<file path="src/rtl/conv1d_ctrl.sv">
// Frame sequencer for one conv1d core: shadow/active weight banks, sample gating,
// result counting for drain detection, and a flush pulse between frames.
module conv1d_ctrl #(
   parameter int unsigned DATA_WIDTH  = 12,
   parameter int unsigned FILTER_SIZE = 5,
   parameter int unsigned FRAME_LEN   = 64
) (
   input  logic                  clk,
   input  logic                  rst,
   output logic                  cfg_ready_in,
   input  logic                  cfg_valid_in,
   input  logic [DATA_WIDTH-1:0] cfg_data_in,
   output logic                  ctrl_ready_in,
   input  logic                  ctrl_valid_in,
   input  logic [DATA_WIDTH-1:0] ctrl_data_in,
   input  logic                  conv_ready_in,
   output logic                  conv_valid_out,
   output logic [DATA_WIDTH-1:0] conv_data_out,
   output logic [DATA_WIDTH-1:0] conv_weights [0:FILTER_SIZE-1],
   output logic [DATA_WIDTH-1:0] conv_bias,
   output logic                  conv_flush,
   input  logic                  mon_valid,
   input  logic                  mon_ready,
   output logic                  frame_done,
   output logic                  cfg_pending
);

   localparam int unsigned CntW = $clog2(FRAME_LEN + 1);
   localparam int unsigned KW   = $clog2(FILTER_SIZE + 1);
   localparam logic [CntW-1:0] LastCnt = CntW'(FRAME_LEN - 1);
   localparam logic [CntW-1:0] FullCnt = CntW'(FRAME_LEN);
   localparam logic [KW-1:0]   KLast   = KW'(FILTER_SIZE);

   typedef enum logic [1:0] {StEmpty, StFlush, StRun, StDrain} state_e;

   state_e                state_q, state_d;
   logic [CntW-1:0]       in_cnt_q, in_cnt_d;
   logic [CntW-1:0]       out_cnt_q, out_cnt_d;
   logic                  frame_done_q, frame_done_d;
   logic                  commit;

   logic [KW-1:0]         k_q;
   logic [DATA_WIDTH-1:0] shadow_w_q [0:FILTER_SIZE-1];
   logic [DATA_WIDTH-1:0] shadow_b_q;
   logic                  shadow_full_q;
   logic [DATA_WIDTH-1:0] act_w_q [0:FILTER_SIZE-1];
   logic [DATA_WIDTH-1:0] act_b_q;

   logic cfg_hs, mon_hs, in_hs;

   // Held low during reset so no config word is accepted into a bank being cleared.
   assign cfg_ready_in = ~shadow_full_q & ~rst;
   assign cfg_hs       = cfg_valid_in & cfg_ready_in;
   assign mon_hs       = mon_valid & mon_ready;
   assign in_hs        = ctrl_valid_in & conv_ready_in;
   assign cfg_pending  = shadow_full_q;
   assign frame_done   = frame_done_q;
   assign conv_weights = act_w_q;
   assign conv_bias    = act_b_q;

   // Config loader: words 0..FILTER_SIZE-1 are weights, the last word is the bias.
   always_ff @(posedge clk) begin
      if (rst) begin
         k_q           <= '0;
         shadow_b_q    <= '0;
         shadow_full_q <= 1'b0;
         for (int i = 0; i < int'(FILTER_SIZE); i++) shadow_w_q[i] <= '0;
      end else if (cfg_hs) begin
         if (k_q == KLast) begin
            shadow_b_q    <= cfg_data_in;
            shadow_full_q <= 1'b1;
            k_q           <= '0;
         end else begin
            for (int i = 0; i < int'(FILTER_SIZE); i++) begin
               if (k_q == KW'(i)) shadow_w_q[i] <= cfg_data_in;
            end
            k_q <= k_q + 1'b1;
         end
      end else if (commit) begin
         shadow_full_q <= 1'b0;
      end
   end

   always_ff @(posedge clk) begin
      if (rst) begin
         act_b_q <= '0;
         for (int i = 0; i < int'(FILTER_SIZE); i++) act_w_q[i] <= '0;
      end else if (commit) begin
         act_b_q <= shadow_b_q;
         act_w_q <= shadow_w_q;
      end
   end

   always_ff @(posedge clk) begin
      if (rst) begin
         state_q      <= StEmpty;
         in_cnt_q     <= '0;
         out_cnt_q    <= '0;
         frame_done_q <= 1'b0;
      end else begin
         state_q      <= state_d;
         in_cnt_q     <= in_cnt_d;
         out_cnt_q    <= out_cnt_d;
         frame_done_q <= frame_done_d;
      end
   end

   always_comb begin
      state_d        = state_q;
      in_cnt_d       = in_cnt_q;
      out_cnt_d      = out_cnt_q;
      frame_done_d   = 1'b0;
      commit         = 1'b0;
      ctrl_ready_in  = 1'b0;
      conv_valid_out = 1'b0;
      conv_data_out  = '0;
      conv_flush     = 1'b0;

      if ((state_q == StRun || state_q == StDrain) && mon_hs && out_cnt_q != FullCnt) begin
         out_cnt_d = out_cnt_q + 1'b1;
      end

      case (state_q)
         StEmpty: begin
            if (shadow_full_q) begin
               commit  = 1'b1;
               state_d = StFlush;
            end
         end
         StFlush: begin
            conv_flush = 1'b1;
            in_cnt_d   = '0;
            out_cnt_d  = '0;
            state_d    = StRun;
         end
         StRun: begin
            conv_valid_out = ctrl_valid_in;
            conv_data_out  = ctrl_data_in;
            ctrl_ready_in  = conv_ready_in;
            if (in_hs) begin
               in_cnt_d = in_cnt_q + 1'b1;
               if (in_cnt_q == LastCnt) state_d = StDrain;
            end
         end
         StDrain: begin
            // Registered shadow_full: a bank finishing this same cycle waits a frame.
            if (out_cnt_q == FullCnt || (out_cnt_q == LastCnt && mon_hs)) begin
               frame_done_d = 1'b1;
               commit       = shadow_full_q;
               state_d      = StFlush;
            end
         end
         default: state_d = StEmpty;
      endcase
   end

endmodule
</file>
<file path="config.mk">
export PLATFORM = sky130hd
export DESIGN_NAME = conv1d_ctrl
export DESIGN_NICKNAME = d
export VERILOG_FILES = /design/src/rtl/conv1d_ctrl.sv
export SDC_FILE = /design/constraint.sdc
export NUM_CORES = 1
export LEC_CHECK = 0
export CORE_MARGIN = 2
export CORE_UTILIZATION = 37
export DETAILED_ROUTE_END_ITERATION = 7
export PLACE_DENSITY = 0.67
export SLEW_MARGIN = 20
export SYNTH_ARGS = -nofsm -noshare
export SYNTH_HDL_FRONTEND = slang
export SYNTH_SLANG_ARGS = --single-unit
</file>
<file path="constraint.sdc">
create_clock -name clk -period 4.95 [get_ports clk]
set_input_delay 0.7425 -clock clk [delete_from_list [all_inputs] [get_ports clk]]
set_output_delay 0.7425 -clock clk [all_outputs]
set_load 0.05 [all_outputs]
</file>
# == Word-level counts from Yosys, hierarchy flattened ==
# Cells that the tools add are included.
# classes
reduce_logical,20
add_sub_neg,3
n_bitwise,8
mux,19
eq_ne,17
# ops
operator,n
$reduce_and A3 Y1,5
$add A7 B1 Y7 const B,2
$eq A7 B6 Y1 const B,2
$pmux W7 S2,1
$mux W12,1
$mux W1,9
$mux W2,4
$pmux W2 S4,1
$eq A7 B7 Y1 const B,1
$mux W7,1
$ne A7 B7 Y1 const B,1
$eq A3 B2 Y1 const B,2
$eq A3 B3 Y1 const B,2
$ne A2 B1 Y1 const B,3
$reduce_and A2 Y1,3
$and A1 B1 Y1,4
$eq A2 B2 Y1 const B,2
$ne A2 B2 Y1 const B,2
$not A1 Y1,4
$reduce_and A4 Y1,1
$reduce_bool A2 Y1,2
$reduce_or A2 Y1,2
$add A3 B1 Y3 const B,1
$eq A3 B1 Y1 const B,1
7 further kinds,10
# word_totals
output_inout_bits,90
input_bits,31
elab_cells,85
ff_bits,165

# == Depth between registers and ports, before layout ==
# Gate-level depths: netlist (run 1).
# logic_depth
depth_word,7
mapped_depth,9
ltp_nobuf,7

# == Worst setup path after synthesis (run 1) ==
# No wires, ideal clock.
# synth_timing
path_type,in2reg
from,input port rst
to,register shadow_w_q[10] (netlist name)
required_time_ps,4822
arrival_time_ps,2252
stages,6
setup_time_ps,128
path_buffers,1
path_slack_ps,2570
cell_sequence,nor2_1 -> and2_1 -> nand3_1 -> buf_2 -> mux2i_1 -> nor2_1
# synth_between
elab_chain_cells,4
# synth_rtl
element,line_no,text
"start, declared",9,"input logic rst,"
$not A1 Y1,52,assign cfg_ready_in = ~shadow_full_q & ~rst;
$and A1 B1 Y1,52,
$and A1 B1 Y1,53,assign cfg_hs = cfg_valid_in & cfg_ready_in;
$reduce_and A3 Y1 (no line),--,
"end signal, assigned by index",75,if (k_q == KW'(i)) shadow_w_q[i] <= cfg_data_in;
"end, declared",43,logic [DATA_WIDTH-1:0] shadow_w_q [0:FILTER_SIZE-1];
# Parallel ways exist; a longest one is shown, timed or not.
# A chain may end at the register's enable or synchronous reset.

# == Worst setup path after layout (run 1) ==
# layout_timing
from,register state_q[0]
to,output port conv_valid_out
# layout_between
elab_chain_cells,2
# layout_rtl
element,line_no,text
"start, declared",36,"state_e state_q, state_d;"
"start signal, assigned",96,state_q <= StEmpty;
"start signal, assigned",101,state_q <= state_d;
$eq A2 B2 Y1,123,case (state_q)
$mux W1,123,
"end, declared",17,"output logic conv_valid_out,"
# No other way between the ends.

==> impl_metrics.json, run 1 <==
{
  "run_status": "completed",
  "slowest_delay_ns": 0.81,
  "worst_hold_slack_ns": 0.456,
  "ys.flop_type": "dfxtp_1",
  "first_pass_iters": 4,
  "synth_cells": 718,
  "layout-drive-gt1-share": 0.0461,
  "avgSynthCellArea_um2": 9.66,
  "grt_start_max_net_pins": 121,
  "ys_ff_latch": 165,
  "hpwl_um": 9700,
  "synth_top_area_frac": 0.476,
  "dieWidth_um": 141,
  "setup_violations": 0,
  "yosysUniqueCellTypes": 35,
  "cp.arrival_ns": 2.36,
  "fillers": 1746,
  "drt_iter0_drc": 235,
  "grt_pass1_vias": 4759,
  "grt_pass1_wl_um": 24000,
  "cts.hold.buffers_added": 0,
  "cp_data_required_time_ns": 4.21,
  "cp_max_fo": 18,
  "p_leak_nw": 3.32,
  "clk_latency_ns": 0.43,
  "grt-ovfl-total": 0,
  "synth_nets": 758,
  "max-cap-violations": 0,
  "seqPwrFrac": 0.452,
  "postCtsSetupRepairBufs": 0,
  "clockBufferDepth": 2,
  "critPathSlowestCell": "clkdlybuf4s50_1",
  "hold_path_class": "flip-flop to flip-flop",
  "start_util": 0.373,
  "die-area_mm2": 0.0199,
  "finalHoldViolCount": 0,
  "rsz0062_at_grt": "no",
  "synth-edff-count": 0,
  "grt.total_usage": 0.155,
  "numPortBuffers": 120,
  "remaining_drc_errors": 0,
  "cts-root-buf": "clkbuf_16",
  "final_nets": 855,
  "p_comb_frac": 0.060,
  "areaGrowthSynthToFinish_pct": 27.5,
  "period_minus_slack_ns": 3.11,
  "fmax_ghz": 0.322,
  "via_per_inst": 4.75,
  "place.gp.congestion": 0.761,
  "worstPathCellList": "inv_1 > ha_1 > and2_1 > clkdlybuf4s50_1",
  "cts_tree": "built",
  "end_kind": "output port",
  "p_per_area_mw_per_mm2": 338,
  "synth_area_leader_cell": "dfxtp_1",
  "finalMaxSlewViolations": 0,
  "p_int_mw": 2.36,
  "synth-seq-area-share": 0.476,
  "swShare": 0.210,
  "criticalPathCategory": "flip-flop to output port",
  "pwr-share-clk": 0.488,
  "core_area_mm2": 0.0186,
  "h-tree-depth": 4,
  "std_cell_rows": 50,
  "drt_wl_total_um": 15100,
  "slew_headroom": 0.314,
  "final.setup.tns_ns": 0,
  "fin_crit_sh": 0.627,
  "ctsResizeCount": 0,
  "cts_sinks": 165,
  "worst_pin_slew_ns": 1.02,
  "postSynth.asyncResetShare": 0,
  "path_clk_slew_ns": 0.06,
  "vias": 5034,
  "boundaryPins": 121,
  "antenna_left": 0,
  "antenna_cells": 0,
  "finalPower_mw": 2.99,
  "max-vdd-ir-drop_v": 0.000225,
  "switchingPower_mw": 0.628,
  "skew_ns": 0.00766,
  "antenna_found_initial": 0,
  "worstSetupStartpointType": "flip-flop",
  "die-height_um": 141,
  "synth_area_leaders": "dfxtp_1 (48%), mux2i_1 (17%), nand2b_1 (13%), nor2_1 (3.9%), nand2_1 (3.2%)",
  "cts_buffers": 17,
  "wire_per_inst_um": 14.3,
  "synth_area_mm2": 0.00694,
  "yosys_warnings": 0
}
[kinds of logic after synthesis]
| group | share of synthesized area |
|---|---|
| adder cells (fa/ha/maj) | 0.0162 |
| AND/OR/NAND/NOR | 0.245 |
| XOR/XNOR | 0.0151 |
| AO/OA/AOI/OAI | 0.0283 |
| buffers and inverters | 0.0415 |
| multiplexers | 0.178 |
| flip-flops | 0.476 |
[layer usage]
metal,track usage,up-vias,wire [um]
li1,-,2533,-
met1,0.185,2367,6630
met2,0.259,112,7370
met3,0.0479,22,765
met4,0.0653,0,366
met5,0,-,0
[area by class of cell]
cell class	instances	area, um^2	share of cell area
inverters	7	26.3	0.00297
well taps	234	293	0.0331
clock buffers	18	439	0.0496
clock inverters	11	208	0.0235
repair buffers	123	1220	0.138
multi-input cells	501	3360	0.379
flip-flops and latches	165	3300	0.373
[cell usage after synthesis, drive strengths merged, types with 3 or more instances]
master	instances
a211oi	3
a21oi	28
and2	17
and3	3
buf	14
clkbuf	31
dfxtp	165
ha	9
inv	7
mux2i	121
nand2	59
nand2b	148
nand3	7
nand4	6
nor2	73
xor2	11
[power groups by stage]
stage | clock (mW) | combinational (mW) | sequential, mW
after global placement | 0 | 0.182 | 1.38
after global routing | 1.55 | 0.197 | 1.35
final | 1.46 | 0.180 | 1.35
after detailed placement | 0 | 0.183 | 1.38
after CTS | 1.49 | 0.183 | 1.35
after floorplan | 0 | 0.114 | 1.38
[worst max-delay path, delay by kind of cell, from the launching register on]
family                     cells  cell delay (ns)
adders and majority gates      1             0.45
and+or+nand+nor                1             0.22
DFF                            1             0.34
buffers and inverters          2             0.92
[per-stage QoR]
step / util / cell area (um^2) / instances / worst slack [ns]
2_1_floorplan: - / 6940 / 718 / 2.57
3_3_place_gp: 0.441 / 8200 / 1030 / 1.88
3_5_place_dp: 0.441 / 8200 / 1030 / 1.83
4_1_cts: 0.476 / 8850 / 1059 / 1.80
5_1_grt: 0.476 / 8850 / 1059 / 1.65
6_report: 0.476 / 8850 / 1059 / 1.84
[layout by cell type, fill, tap and decap left out, types with 9 or more instances in the layout]
master,n
a21oi_1,28
mux2i_1,121
nand2b_1,148
xor2_1,11
nor2_1,73
dfxtp_1,165
and2_1,17
nand2_1,59
clkbuf_16,17
clkdlybuf4s50_1,119
ha_1,9
[flip-flops by register name (all words and copies together), names as in the netlist]
name and count:
conv_weights 60, shadow_w_q 60, conv_bias 12, shadow_b_q 12, in_cnt_q 7, out_cnt_q 7
k_q 3, state_q 2, cfg_pending 1, frame_done 1
[path summary, 6_finish.rpt]
| check | startpoint | to | slack [ns] | cells past startpoint |
|---|---|---|---|---|
| max | state_q[0] | conv_valid_out | 1.84 | 4 |
| min reg2reg | shadow_w_q[55] | shadow_w_q[55] | 0.46 | 2 |
| min | shadow_w_q[55] | shadow_w_q[55] | 0.46 | 2 |
| max reg2reg | out_cnt_q[0] | conv_bias[8] | 2.56 | 7 |
Power figures use the tool's default switching activity.
==> run 2, diff against run 1 <==
--- a/config.mk
+++ b/config.mk
@@ -8,7 +8,7 @@
 export CORE_MARGIN = 2
 export CORE_UTILIZATION = 37
 export DETAILED_ROUTE_END_ITERATION = 7
-export PLACE_DENSITY = 0.67
+export PLACE_DENSITY = 0.7
 export SLEW_MARGIN = 20
 export SYNTH_ARGS = -nofsm -noshare
 export SYNTH_HDL_FRONTEND = slang
==> constraint.sdc (replaced) <==
create_clock -name clk -period 2.8 [get_ports clk]
set_input_delay 0.42 -clock clk [delete_from_list [all_inputs] [get_ports clk]]
set_output_delay 0.42 -clock clk [all_outputs]
set_load 0.05 [all_outputs]
==> impl_metrics.json, run 2 (same netlist as run 1, synthesis figures left out) <==
{
  "seqPwrFrac": 0.485,
  "antenna_cells": 0,
  "cts_tree": "built",
  "std_cell_rows": 50,
  "layout_common_cells": "dfxtp_1 (165), nand2b_1 (148), mux2i_1 (121), clkdlybuf4s50_1 (117), nor2_1 (73)",
  "numPortBuffers": 120,
  "grt_pass1_vias": 4569,
  "cts_buffers": 17,
  "boundaryPins": 121,
  "antenna_left": 0,
  "slew_headroom": 0.453,
  "h-tree-depth": 4,
  "pwr-share-clk": 0.449,
  "rsz0062_at_grt": "no",
  "via_per_inst": 4.59,
  "dieWidth_um": 141,
  "drt_wl_total_um": 15100,
  "cts.hold.buffers_added": 0,
  "p_per_area_mw_per_mm2": 556,
  "max-cap-violations": 0,
  "max-vdd-ir-drop_v": 0.000408,
  "swShare": 0.241,
  "grt-ovfl-total": 0,
  "end_kind": "output port",
  "startpoint": "state_q[0]",
  "setup_violations": 0,
  "final_nets": 862,
  "finalMaxSlewViolations": 0,
  "worstSetupStartpointType": "flip-flop",
  "cp_max_fo": 18,
  "hold_start": "shadow_b_q[8]",
  "run_status": "completed",
  "path_clk_slew_ns": 0.06,
  "vias": 4912,
  "finalPower_mw": 4.92,
  "antenna_found_initial": 0,
  "p_comb_frac": 0.066,
  "criticalPathCategory": "flip-flop to output port",
  "core_area_mm2": 0.0186,
  "hpwl_um": 9580,
  "setup_ws_ns": 0.183,
  "reg2regPathDepth": 7,
  "die-area_mm2": 0.0199,
  "hold_path_class": "flip-flop to flip-flop",
  "period_minus_slack_ns": 2.62,
  "fmax_ghz": 0.382,
  "clk_latency_ns": 0.43,
  "wire_per_inst_um": 14.2,
  "worst_pin_slew_ns": 0.820,
  "clockBufferDepth": 2,
  "fin_util": 0.476,
  "start_util": 0.373,
  "final.setup.tns_ns": 0,
  "drt_iter0_drc": 268,
  "worstHoldPathCells": 2,
  "first_pass_iters": 4,
  "p_leak_nw": 3.30,
  "areaGrowthSynthToFinish_pct": 27.5,
  "final_common_cell": "dfxtp_1",
  "dp_slack_ns": 0.366,
  "cts-root-buf": "clkbuf_16",
  "grt_start_max_net_pins": 230,
  "cts_sinks": 165,
  "fin_crit_sh": 0.935,
  "finalHoldViolCount": 0,
  "reg2reg_from": "out_cnt_q[0]",
  "grt_pass1_wl_um": 24300,
  "skew_ns": 0.00724,
  "place.gp.congestion": 0.827,
  "layout-drive-gt1-share": 0.0587,
  "switchingPower_mw": 1.19,
  "grt.total_usage": 0.156,
  "remaining_drc_errors": 0,
  "cp.arrival_ns": 2.20,
  "die-height_um": 141,
  "cp_data_required_time_ns": 2.38,
  "fillers": 1750,
  "p_int_mw": 3.73
}
## run 2: changes by cell type in the layout (fill, tap and decap cells not counted), moves of 2 or more
cell / previous run / this run
buf_12: 0 / 3
buf_4: 4 / 9
bufinv_16: 6 / 1
clkdlybuf4s50_1: 119 / 117
clkinv_2: 4 / 2
clkinv_4: 0 / 2
clkinvlp_4: 1 / 6
inv_6: 0 / 3
## run 2: power groups by stage
stage / Sequential (mW) / Clock (mW) / Combinational, mW
5_1_grt: 2.39 / 2.36 / 0.357
3_5_place_dp: 2.44 / 0 / 0.327
2_1_floorplan: 2.43 / 0 / 0.201
4_1_cts: 2.39 / 2.27 / 0.328
3_3_place_gp: 2.44 / 0 / 0.326
6_report: 2.39 / 2.21 / 0.324
## run 2: stage by stage
stage / instance area [um^2] / cells / hold slack [ns]
global route: 8850 / 1069 / 0.476
finish: 8850 / 1069 / 0.456
global placement: 8290 / 1037 / 0.442
floorplan: 6940 / 718 / 0.437
detailed placement: 8290 / 1037 / 0.449
CTS: 8840 / 1069 / 0.457
## run 2: path summary, 6_finish.rpt
path,end,slack [ns]
setup / recovery,conv_data_out[11],0.18
hold / removal,shadow_b_q[8],0.46
setup reg to reg,conv_bias[2],0.62
hold reg to reg,shadow_b_q[8],0.46
## run 2: what timing repair did
action	CTS	global route
endpoints found under the setup margin	1	13
buffers inserted	0	0
gates cloned	0	0
gates resized for setup	1	1
## run 2: layout make-up
cell class,count,area (um^2),share of cell area
Multi-Input combinational cell,501,3360,0.380
Sequential cell,165,3300,0.373
Timing Repair Buffer,130,1310,0.148
Clock buffer,18,429,0.0485
Tap cell,234,293,0.0331
Clock inverter,14,129,0.0146
Inverter,7,26.3,0.00297
## run 2: per-layer routing
layer,share of wire,global-route usage
met5,0,0
met4,0.010,0.0516
met3,0.056,0.0496
met2,0.48,0.254
met1,0.46,0.197
## run 2: critical path, stage by stage (launching register included)
cell and delay, ns:
dfxtp_1 0.34, inv_1 0.11, ha_2 0.34, and2_1 0.18, clkdlybuf4s50_1 0.80
